$ cat src/rtl/flodac_spi.sv
// SPI DAC frame transmitter: {PREFIX, data_i} shifted out MSB first, CPOL=0.
// Optional LDAC load pulse after each frame is enabled by FLODAC_SPI_LDAC_EN.
module flodac_spi #(
  parameter int unsigned CLK_DIV = 2,
  parameter logic [7:0]  PREFIX  = 8'h10
) (
  input  logic        clk,
  input  logic        rst,
  input  logic [15:0] data_i,
  input  logic        stb_i,
  output logic        sclk_o,
  output logic        mosi_o,
  output logic        ss_n_o,
  output logic        busy_o,
  output logic        err_o
`ifdef FLODAC_SPI_LDAC_EN
  ,
  output logic        ldac_n_o
`endif
);

  if (CLK_DIV < 1 || CLK_DIV > 255) begin : g_bad_clk_div
    $error("flodac_spi: CLK_DIV must be in 1..255");
  end

  localparam logic [7:0] PH_MAX = 8'(CLK_DIV - 1);

  typedef enum logic [2:0] {
    S_IDLE  = 3'd0,
    S_SHIFT = 3'd1,
    S_HOLD  = 3'd2,
`ifdef FLODAC_SPI_LDAC_EN
    S_LDAC  = 3'd3,
`endif
    S_GAP   = 3'd4
  } state_t;

  state_t      state_q, state_d;
  logic [7:0]  phase_q, phase_d;
  logic [4:0]  bit_q, bit_d;
  logic        hi_q, hi_d;
  logic [23:0] frame_q, frame_d;
  logic        sclk_q, sclk_d;
  logic        mosi_q, mosi_d;
  logic        ss_n_q, ss_n_d;
  logic        busy_q, busy_d;
  logic        err_q, err_d;
  logic        ph_end;
  logic [4:0]  bit_idx;
`ifdef FLODAC_SPI_LDAC_EN
  logic        ldac_n_q, ldac_n_d;
`endif

  always_comb begin
    state_d = state_q;
    phase_d = phase_q;
    bit_d   = bit_q;
    hi_d    = hi_q;
    frame_d = frame_q;
    ph_end  = (phase_q == PH_MAX);

    if (state_q != S_IDLE) begin
      phase_d = ph_end ? 8'd0 : phase_q + 8'd1;
    end

    case (state_q)
      S_IDLE: begin
        if (stb_i && !busy_q) begin
          state_d = S_SHIFT;
          frame_d = {PREFIX, data_i};
          phase_d = 8'd0;
          bit_d   = 5'd0;
          hi_d    = 1'b0;
        end
      end
      S_SHIFT: begin
        // each bit: D cycles low then D cycles high
        if (ph_end) begin
          if (!hi_q) begin
            hi_d = 1'b1;
          end else begin
            hi_d = 1'b0;
            if (bit_q == 5'd23) state_d = S_HOLD;
            else                bit_d   = bit_q + 5'd1;
          end
        end
      end
      S_HOLD: begin
`ifdef FLODAC_SPI_LDAC_EN
        if (ph_end) state_d = S_LDAC;
`else
        if (ph_end) state_d = S_GAP;
`endif
      end
`ifdef FLODAC_SPI_LDAC_EN
      S_LDAC: begin
        if (ph_end) state_d = S_GAP;
      end
`endif
      S_GAP: begin
        if (ph_end) state_d = S_IDLE;
      end
      default: state_d = S_IDLE;
    endcase

    // outputs are decoded from the next state so they appear registered
    bit_idx = 5'd23 - bit_d;
    sclk_d  = (state_d == S_SHIFT) && hi_d;
    mosi_d  = (state_d == S_IDLE) ? 1'b0 : frame_d[bit_idx];
    ss_n_d  = !((state_d == S_SHIFT) || (state_d == S_HOLD));
    busy_d  = (state_d != S_IDLE);
    err_d   = stb_i && busy_q;
`ifdef FLODAC_SPI_LDAC_EN
    ldac_n_d = (state_d != S_LDAC);
`endif
  end

  always_ff @(posedge clk) begin
    if (rst) begin
      state_q  <= S_IDLE;
      phase_q  <= 8'd0;
      bit_q    <= 5'd0;
      hi_q     <= 1'b0;
      frame_q  <= 24'd0;
      sclk_q   <= 1'b0;
      mosi_q   <= 1'b0;
      ss_n_q   <= 1'b1;
      busy_q   <= 1'b0;
      err_q    <= 1'b0;
`ifdef FLODAC_SPI_LDAC_EN
      ldac_n_q <= 1'b1;
`endif
    end else begin
      state_q  <= state_d;
      phase_q  <= phase_d;
      bit_q    <= bit_d;
      hi_q     <= hi_d;
      frame_q  <= frame_d;
      sclk_q   <= sclk_d;
      mosi_q   <= mosi_d;
      ss_n_q   <= ss_n_d;
      busy_q   <= busy_d;
      err_q    <= err_d;
`ifdef FLODAC_SPI_LDAC_EN
      ldac_n_q <= ldac_n_d;
`endif
    end
  end

  assign sclk_o = sclk_q;
  assign mosi_o = mosi_q;
  assign ss_n_o = ss_n_q;
  assign busy_o = busy_q;
  assign err_o  = err_q;
`ifdef FLODAC_SPI_LDAC_EN
  assign ldac_n_o = ldac_n_q;
`endif

endmodule
$ cat config.mk
export PLATFORM = sky130hd
export DESIGN_NAME = flodac_spi
export DESIGN_NICKNAME = d
export VERILOG_FILES = /design/src/rtl/flodac_spi.sv
export SDC_FILE = /design/constraint.sdc
export NUM_CORES = 1
export LEC_CHECK = 0
export CAP_MARGIN = 20
export CORE_UTILIZATION = 54
export DETAILED_ROUTE_END_ITERATION = 8
export DONT_BUFFER_PORTS = 1
export GPL_TIMING_DRIVEN = 1
export PLACE_DENSITY = 0.74
export SLEW_MARGIN = 20
export SYNTH_ARGS = -nofsm -noshare
export SYNTH_HDL_FRONTEND = slang
export SYNTH_SLANG_ARGS = --single-unit
$ cat constraint.sdc
create_clock -name clk -period 5.7 [get_ports clk]
set_input_delay 1.14 -clock clk [delete_from_list [all_inputs] [get_ports clk]]
set_output_delay 1.14 -clock clk [all_outputs]
set_load 0.005 [all_outputs]
Word-level counts from Yosys, hierarchy flattened
Cells that the tools add are included.
{"block": "word_totals", "latchBits": 0, "mem_count": 0, "romBits": 0, "ramBits": 0, "out_inout_bits": 5, "reg_bits": 46, "wordCells": 56, "input_bits": 19}
{"block": "classes", "n_lt_le_gt_ge": 1, "eq_ne": 7, "n_mul": 0, "add_sub_neg": 3, "n_mux": 24, "reduce_logical": 11, "shift": 0, "n_bitwise": 0, "div_mod_pow": 0}
{"cell": "24-bit 2-to-1 mux", "count": 2}
{"cell": "8-bit 2-to-1 mux", "count": 4}
{"cell": "5-bit 2-to-1 mux", "count": 4}
{"cell": "3-bit 2-to-1 mux", "count": 6}
{"cell": "3-bit case mux with 4 select lines", "count": 1}
{"cell": "5-bit case mux with 2 select lines", "count": 1}
{"cell": "8-bit by 1-bit adder with 8-bit output (second input constant)", "count": 1}
{"cell": "8-bit by 1-bit equality test with 1-bit output (second input constant)", "count": 1}
{"cell": "3-bit by 1-bit equality test with 1-bit output (second input constant)", "count": 2}
{"cell": "3-bit by 2-bit equality test with 1-bit output (second input constant)", "count": 2}
{"cell": "3-bit zero test", "count": 2}
{"cell": "5-bit by 6-bit less-than comparator with 1-bit output (second input constant)", "count": 1}
{"cell": "3-bit nonzero test", "count": 2}
{"cell": "5-bit by 1-bit adder with 5-bit output (second input constant)", "count": 1}
{"cell": "1-bit binary-select mux with 5-bit select", "count": 1}
{"cell": "5-bit equality test (second input constant)", "count": 1}
{"cell": "5-bit subtractor (first input constant)", "count": 1}
{"cell": "1-bit 2-to-1 mux", "count": 4}
{"cell": "3-bit equality test (second input constant)", "count": 1}
{"cell": "1-bit logical AND", "count": 3}
{"cell": "1-bit zero test", "count": 2}
{"cell": "1-bit case mux with 2 select lines", "count": 1}
{"cell": "2-bit OR reduction", "count": 1}
{"cell": "1-bit logical OR", "count": 1}

Logic depth before layout (Yosys ltp)
Gate-level depths: netlist of run 1.
{"block": "logic_depth", "depth_word": 8, "depth_mapped": 12, "mapped_depth_nobuf": 10}

Least setup slack after synthesis of run 1
OpenSTA, ideal clock, no wires.
{"block": "synth_path", "path_kind": "register to register", "start": "reg phase_q[0]", "end": "reg mosi_q, in the netlist mosi_o", "path_stages_with_launch": 10, "slack_ns": 3.136, "arrival_time_ns": 2.440, "path_buffers": 0, "period_less_slack_ns": 2.564, "path_cell_list": "dfxtp_1 -> ha_1 -> or4b_4 -> or4b_1 -> a31oi_1 -> nor2_1 -> or3_4 -> and2_4 -> nand3_2 -> o22ai_2"}
{"block": "synth_via", "elab_chain_cells": 6}
{"item": "start, declared", "line": "39", "source": "logic [7:0] phase_q, phase_d;"}
{"item": "start signal, assigned", "line": "135", "source": "phase_q <= phase_d;"}
{"item": "8-bit by 1-bit equality test with 1-bit output (*)", "line": "60", "source": "ph_end = (phase_q == PH_MAX);"}
{"item": "5-bit 2-to-1 mux", "line": "78", "source": "if (ph_end) begin"}
{"item": "5-bit case mux with 2 select lines", "line": "66", "source": "case (state_q)"}
{"item": "5-bit subtractor", "line": "107", "source": "bit_idx = 5'd23 - bit_d;"}
{"item": "1-bit binary-select mux with 5-bit select", "line": "109", "source": "mosi_d = (state_d == S_IDLE) ? 1'b0 : frame_d[bit_idx];"}
{"item": "1-bit 2-to-1 mux (not written as such)", "line": "109"}
{"item": "end signal, assigned", "line": "140", "source": "mosi_q <= mosi_d;"}
{"item": "end, declared", "line": "44", "source": "logic mosi_q, mosi_d;"}
Mark *: on every way between the ends. The rest lies on a longest branch, timed or not. The select of a mux whose other input is x is not followed.
A chain may end at the register's enable or synchronous reset.

Worst setup path in the final report of run 1
{"block": "layout_path", "start": "reg bit_q[0]", "end": "reg mosi_q, in the netlist mosi_o"}
{"block": "layout_via", "elab_chain_cells": 8}
{"item": "start, declared", "line": "40", "source": "logic [4:0] bit_q, bit_d;"}
{"item": "start signal, assigned", "line": "136", "source": "bit_q <= bit_d;"}
{"item": "5-bit by 1-bit adder with 5-bit output or 5-bit equality test (tied branches)", "line": "84, 83"}
{"item": "5-bit 2-to-1 mux", "line": "83", "source": "if (bit_q == 5'd23) state_d = S_HOLD;"}
{"item": "5-bit 2-to-1 mux", "line": "79", "source": "if (!hi_q) begin"}
{"item": "5-bit 2-to-1 mux", "line": "78"}
{"item": "5-bit case mux with 2 select lines", "line": "66"}
{"item": "5-bit subtractor", "line": "107"}
{"item": "1-bit binary-select mux with 5-bit select", "line": "109"}
{"item": "1-bit 2-to-1 mux (not written as such)", "line": "109"}
Parallel ways exist; a longest one is shown, timed or not. The select of a mux whose other input is x is not followed.

==> metrics.cfg, run 1 <==
[outcome]
status=finished clean

[clock_network]
clock_path_buffers=2
cts_resized=0
clock-root-buffer=clkbuf_8
clk_latency_ps=300
cts_buffers=5
cts.clk_slew.worst_paths_ps=80
cts.htree.levels=2
cts_tree=yes
cts_num_sinks=46
postCtsSetupBuffers=0
postCtsHoldBufs=0

[setup_path]
worstSetupPathType=flop to flop
slowest_delay_ps=660
worstPathCellList=ha_1 -> and4b_1 -> nor4_1 -> nand2_1 -> xnor2_1 -> a211oi_2 -> a22oi_1 -> a31oi_1 -> o22ai_2
slowest_stage=nor4_1
critical_path.startpoint=bit_q[0]$_SDFF_PP0_
cpLargestDelayFamily=simple AND/OR/NAND/NOR gates
reg2reg_to=mosi_o$_SDFF_PP0_
path_max_fanout=19
critPathLaunchType=flop
reg2reg_depth=9
crit_path_end_kind=flop
ff2ff_setup_slack_ps=2420
worst_ep_required_time_ps=5930
cp-endpoint=mosi_o$_SDFF_PP0_
crit_cells=9
arrival_ps=3510
crit_buf_inv=0
r2r-start=bit_q[0]$_SDFF_PP0_

[power_and_ir_drop]
pwr-share-seq=0.534
clockPowerShare=0.366
p_int_uw=489
power_leakage_uw=0.000825
swShare=0.244
p_per_area_nw_per_um2=277
peakVddDrop_uv=159
comb_power_share=0.100
p_switching_uw=158

[route]
avgViaCountPerCell=5.88
dr.pass1.iters=4
drt-total-wl_um=4730
drtIter0Drc=152
drc=0
ant_nets=0
vias=1869
wire_per_inst_um=14.9

[yosys]
synth_top_family_by_area=simple AND/OR/NAND/NOR gates
synthMuxAreaShare=0.0179
ys.flop_type=dfxtp_1
yosys_warnings=0
synth_compound_area_frac=0.193
synth.distinct_cells=55
synth_fa_ha_area_frac=0.0168
syn_avg_cell_area_um2=8.15
syn-cell-area_um2=2230
synth_edf_count=0
yosysTopAreaCell=dfxtp_1
yosys.area_share.simple=0.286
synth.top_cell.area_share=0.413
synth.area.top_cells=dfxtp_1 41%, nand2_1 7.4%, a21oi_1 4.9%
ys_seq_elements=46
synth_nets=296
async_flop_share=0
syn_inst=274
yosys-top-cells-count=46 x dfxtp_1, 44 x nand2_1, 28 x nor2_1
synthXorXnorAreaFrac=0.0275
yosysSeqAreaShare=0.413
yosysMostFrequentCell=dfxtp_1

[cells_and_area]
final_area_um2=2340
n_antenna_cell=0
final_layout_size_suffix_gt1_frac=0.0672
synthToLayoutAreaGrowth_pct=4.76
instances_no_fill=318
nets=289

[timing]
finalHoldViolCount=0
timing.final.ws_setup_ps=2420
tns_ps=0
period_share=0.576
rsz0062_at_grt=no
fin_crit_ps=3280
slew_headroom=0.435
setup-violations-final=0
holdWs_ps=453
fin_worst_skew_ps=7.76
max_freq_mhz=305
worst_slew_pin_slew_ps=842
slew_viol_final=0

[placement]
placed_area_um2=2230
io_buffers=0
pre_cts_ws_ps=2410
dp_cells=310
gp_congestion=0.789
hpwlAfterDp_um=3140

[floorplanning]
chipHeight_um=66.3
dieArea_um2=4400
ios=24
core_area_um2=3970
placementRows=23
dieWidth_um=66.3
start_util=0.562

[grt]
track_usage=0.239
grt_overflow=0
grt_antenna_before_repair=0
grt_max_degree=35
grt_first_pass_wirelength_um=7890
grt_pass1_vias=1744

[flow_run]
cap_violations=0

[hold_path]
hold_class=flop to flop

## worst min path at each step
stage	to	depth (start not counted)	slack, ps	startpoint
2_1_floorplan	frame_q[18]$_SDFF_PP0_	2	420	frame_q[18]$_SDFF_PP0_
3_3_place_gp	frame_q[13]$_SDFF_PP0_	2	440	frame_q[13]$_SDFF_PP0_
3_5_place_dp	frame_q[13]$_SDFF_PP0_	2	440	frame_q[13]$_SDFF_PP0_
4_1_cts	frame_q[13]$_SDFF_PP0_	2	460	frame_q[13]$_SDFF_PP0_
5_1_grt	frame_q[13]$_SDFF_PP0_	2	480	frame_q[13]$_SDFF_PP0_
6_report	frame_q[13]$_SDFF_PP0_	2	450	frame_q[13]$_SDFF_PP0_
## registers in the layout (all words and copies together), names as in the netlist
| signal | count |
|---|---|
| bit_q | 5 |
| frame_q | 24 |
| sclk_o | 1 |
| err_o | 1 |
| phase_q | 8 |
| ss_n_o | 1 |
| busy_o | 1 |
| hi_q | 1 |
| mosi_o | 1 |
| state_q | 3 |
## cells by family (layout without fill, tap and decap cells)
group | count (synthesis) | in the layout
AOI/OAI and AO/OA | 62 | 62
xor gates and xnor gates | 7 | 7
adders and majority gates | 3 | 3
buffers and inverters | 23 | 17
DFF | 46 | 46
muxes | 4 | 4
and+or+nand+nor | 129 | 129
## metal layers
| metal | vias to the layer above | part of all wire | global-route usage |
|---|---|---|---|
| met5 | - | 0 | 0 |
| met4 | 0 | 0.014 | 0.0984 |
| met3 | 7 | 0.056 | 0.0638 |
| met2 | 50 | 0.46 | 0.384 |
| met1 | 854 | 0.47 | 0.300 |
| li1 | 958 | - | - |
## power groups by stage
stage	logic, uW	clock network (uW)	registers [uW]
after floorplan	58.5	0	349
after global placement	63.3	0	352
after detailed placement	64.2	0	353
after CTS	65.0	242	345
after global routing	73.1	260	347
final	65.0	237	345
## cell type report
type                            count  area [um^2]
Clock buffer                        7         76.3
Clock inverter                      1         30.0
Fill cell                         368         1630
Inverter                            8         30.0
Multi-Input combinational cell    205         1210
Sequential cell                    46          921
Tap cell                           50         62.6
Timing Repair Buffer                1         7.51
## placed cells by master, fill, tap and decap left out, types with 5 or more instances in the layout
master / n
nor2_1: 27
a211oi_1: 5
nand3b_1: 5
nand3_1: 6
inv_1: 8
nor3_1: 15
a31oi_1: 5
nand2_1: 44
dfxtp_1: 46
a21oi_1: 22
clkbuf_8: 5
## worst register-to-register path, delay by kind of cell, from the launching register on
kind	cells	cell delay [ps]
AOI/OAI and AO/OA	4	650
xor gates and xnor gates	1	480
adders and majority gates	1	350
DFF	1	510
and+or+nand+nor	3	1250
## metrics by stage
stage / power, uW / utilization
floorplan: 407 / -
global placement: 416 / 0.562
detailed placement: 417 / 0.562
CTS: 653 / 0.589
global route: 681 / 0.589
finish: 647 / 0.589
Note: power is estimated with default switching activity, not from simulation.
==> run 2, diff against run 1 <==
--- a/config.mk
+++ b/config.mk
@@ -10,7 +10,7 @@
 export DETAILED_ROUTE_END_ITERATION = 8
 export DONT_BUFFER_PORTS = 1
 export GPL_TIMING_DRIVEN = 1
-export PLACE_DENSITY = 0.74
+export PLACE_DENSITY = 0.77
 export SLEW_MARGIN = 20
 export SYNTH_ARGS = -nofsm -noshare
 export SYNTH_HDL_FRONTEND = slang
==> constraint.sdc (replaced) <==
create_clock -name clk -period 2.7 [get_ports clk]
set_input_delay 0.54 -clock clk [delete_from_list [all_inputs] [get_ports clk]]
set_output_delay 0.54 -clock clk [all_outputs]
set_load 0.005 [all_outputs]
==> metrics.cfg, run 2 (same netlist as run 1, synthesis figures left out) <==
[outcome]
status=finished clean

[floorplanning]
dieWidth_um=66.3  ; unchanged
ios=24  ; unchanged
core_area_um2=3970  ; unchanged
placementRows=23  ; unchanged
chipHeight_um=66.3  ; unchanged
start_util=0.562  ; unchanged
dieArea_um2=4400  ; unchanged

[cells_and_area]
n_antenna_cell=0  ; unchanged
synthToLayoutAreaGrowth_pct=12.0
largest_reg_flops=24  ; unchanged
final_util=0.629  ; +0.0406
seq_area_um2=923  ; +0.27%
fillers=357  ; -3.0%
multiInputGateArea_um2=1250  ; +3.0%
reg_top3=frame_q: 24 flops, phase_q: 8 flops, bit_q: 5 flops
nets=308  ; +6.6%
regMostFlops=frame_q
final_layout_size_suffix_gt1_frac=0.167  ; +0.100
final_cell_mix=44 x nand2_1, 44 x dfxtp_1, 27 x nor2_1

[route]
wire_per_inst_um=14.5  ; -2.5%
drc=0  ; unchanged
avgViaCountPerCell=5.76  ; -2.0%
drt-total-wl_um=4890  ; +3.4%
vias=1941  ; +3.9%
ant_nets=0  ; unchanged
dr.pass1.iters=5  ; +1
drtIter0Drc=87  ; -43%

[timing]
setup-violations-final=0  ; unchanged
fin_worst_skew_ps=9.49  ; +1.73 ps
period_share=0.958  ; +0.383
slew_headroom=0.695  ; +0.260
worst_slew_pin_slew_ps=456  ; -386 ps
fin_crit_ps=2590  ; -694 ps
finalHoldViolCount=0  ; unchanged
max_freq_mhz=386  ; +27%
slew_viol_final=0  ; unchanged

[clock_network]
clock_path_buffers=2  ; unchanged
cts.htree.levels=2  ; unchanged
postCtsHoldBufs=0  ; unchanged
cts_tree=yes
postCtsSetupBuffers=0  ; unchanged
cts_num_sinks=46  ; unchanged
clk_latency_ps=300  ; about the same
cts.clk_slew.worst_paths_ps=90  ; about the same
cts_buffers=5  ; unchanged
clock-root-buffer=clkbuf_8

[power_and_ir_drop]
p_per_area_nw_per_um2=523  ; +89%
totalPowerFinal_uw=1310  ; +100%
power_leakage_uw=0.000937  ; +13%
peakVddDrop_uv=279  ; +76%

[grt]
grt_overflow=0  ; unchanged
grt_max_degree=35  ; unchanged
grt_first_pass_wirelength_um=8070  ; +2.3%
grt_pass1_vias=1824  ; +4.6%
grt_antenna_before_repair=0  ; unchanged
track_usage=0.242  ; +0.00307

[setup_path]
cpLargestDelayFamily=simple AND/OR/NAND/NOR gates
arrival_ps=2820  ; -690 ps
path_max_fanout=5  ; -14
worstSetupPathType=flop to flop
crit_path_end_kind=flop
slowest_stage=or4_4
slowest_delay_ps=550  ; -110 ps
worstPathCellList=ha_2 -> and4b_1 -> or4_4 -> o211ai_4 -> buf_4 -> and2b_2 -> nor3_1 -> a2111oi_2 -> a31oi_1 -> o22ai_2
worst_ep_required_time_ps=2940  ; -2990 ps
critPathLaunchType=flop
crit_buf_inv=1  ; +1

[placement]
gp_congestion=0.866  ; +9.7%
hpwlAfterDp_um=3500  ; +12%
io_buffers=0  ; unchanged

[hold_path]
hold_class=input port to flop

[flow_run]
cap_violations=0  ; unchanged

-- run 2: where the power goes --
part           switching [uW]  leakage, uW  total [uW]  internal (uW)
Sequential               17.6     0.000375         724            706
Clock                     232    0.0000452         415            183
Combinational             100     0.000517         168           67.6
-- run 2: path summary, 6_finish.rpt --
kind | from | slack [ps] | end | cells after the start
setup / recovery | bit_q[1]$_SDFF_PP0_ | 110 | mosi_o$_SDFF_PP0_ | 10
hold reg to reg | frame_q[9]$_SDFF_PP0_ | 450 | frame_q[9]$_SDFF_PP0_ | 2
hold / removal | rst | 310 | err_o$_SDFF_PP0_ | 1
setup reg to reg | bit_q[1]$_SDFF_PP0_ | 110 | mosi_o$_SDFF_PP0_ | 10
-- run 2: worst register-to-register path, delay by kind of cell (launching register included) --
kind / cells / cell delay (ps)
AO/OA/AOI/OAI: 4 / 810
AND/OR/NAND/NOR: 4 / 1010
flip-flops: 1 / 360
adder cells (fa/ha/maj): 1 / 190
buffers and inverters: 1 / 150
-- run 2: stage by stage --
stage	worst slack [ps]	setup TNS, ps	hold WS, ps	instance area, um^2	instances
2_1_floorplan	136	0	425	2230	274
3_3_place_gp	112	0	438	2370	329
3_5_place_dp	58.3	0	445	2370	329
4_1_cts	30.6	0	289	2460	337
5_1_grt	-4.77	-4.77	287	2500	337
6_report	112	0	306	2500	337
-- run 2: timing repair --
action,CTS,global route
endpoints found under the setup margin,0,1
endpoints found under the hold margin,0,0
gates resized for setup,0,11
-- run 2: per-layer routing --
layer / wire length (um) / up-vias / global-route usage
li1: - / 999 / -
met1: 2220 / 877 / 0.298
met2: 2350 / 57 / 0.413
met3: 253 / 8 / 0.0586
met4: 76 / 0 / 0.0718
met5: 0 / - / 0
-- run 2: cell type report --
cell class,count,area share
tap,50,0.0250
multi-input combinational,205,0.499
inverter,8,0.0120
clock buffer,6,0.0290
clock inverter,2,0.00551
sequential,46,0.369
timing repair buffer,20,0.0601
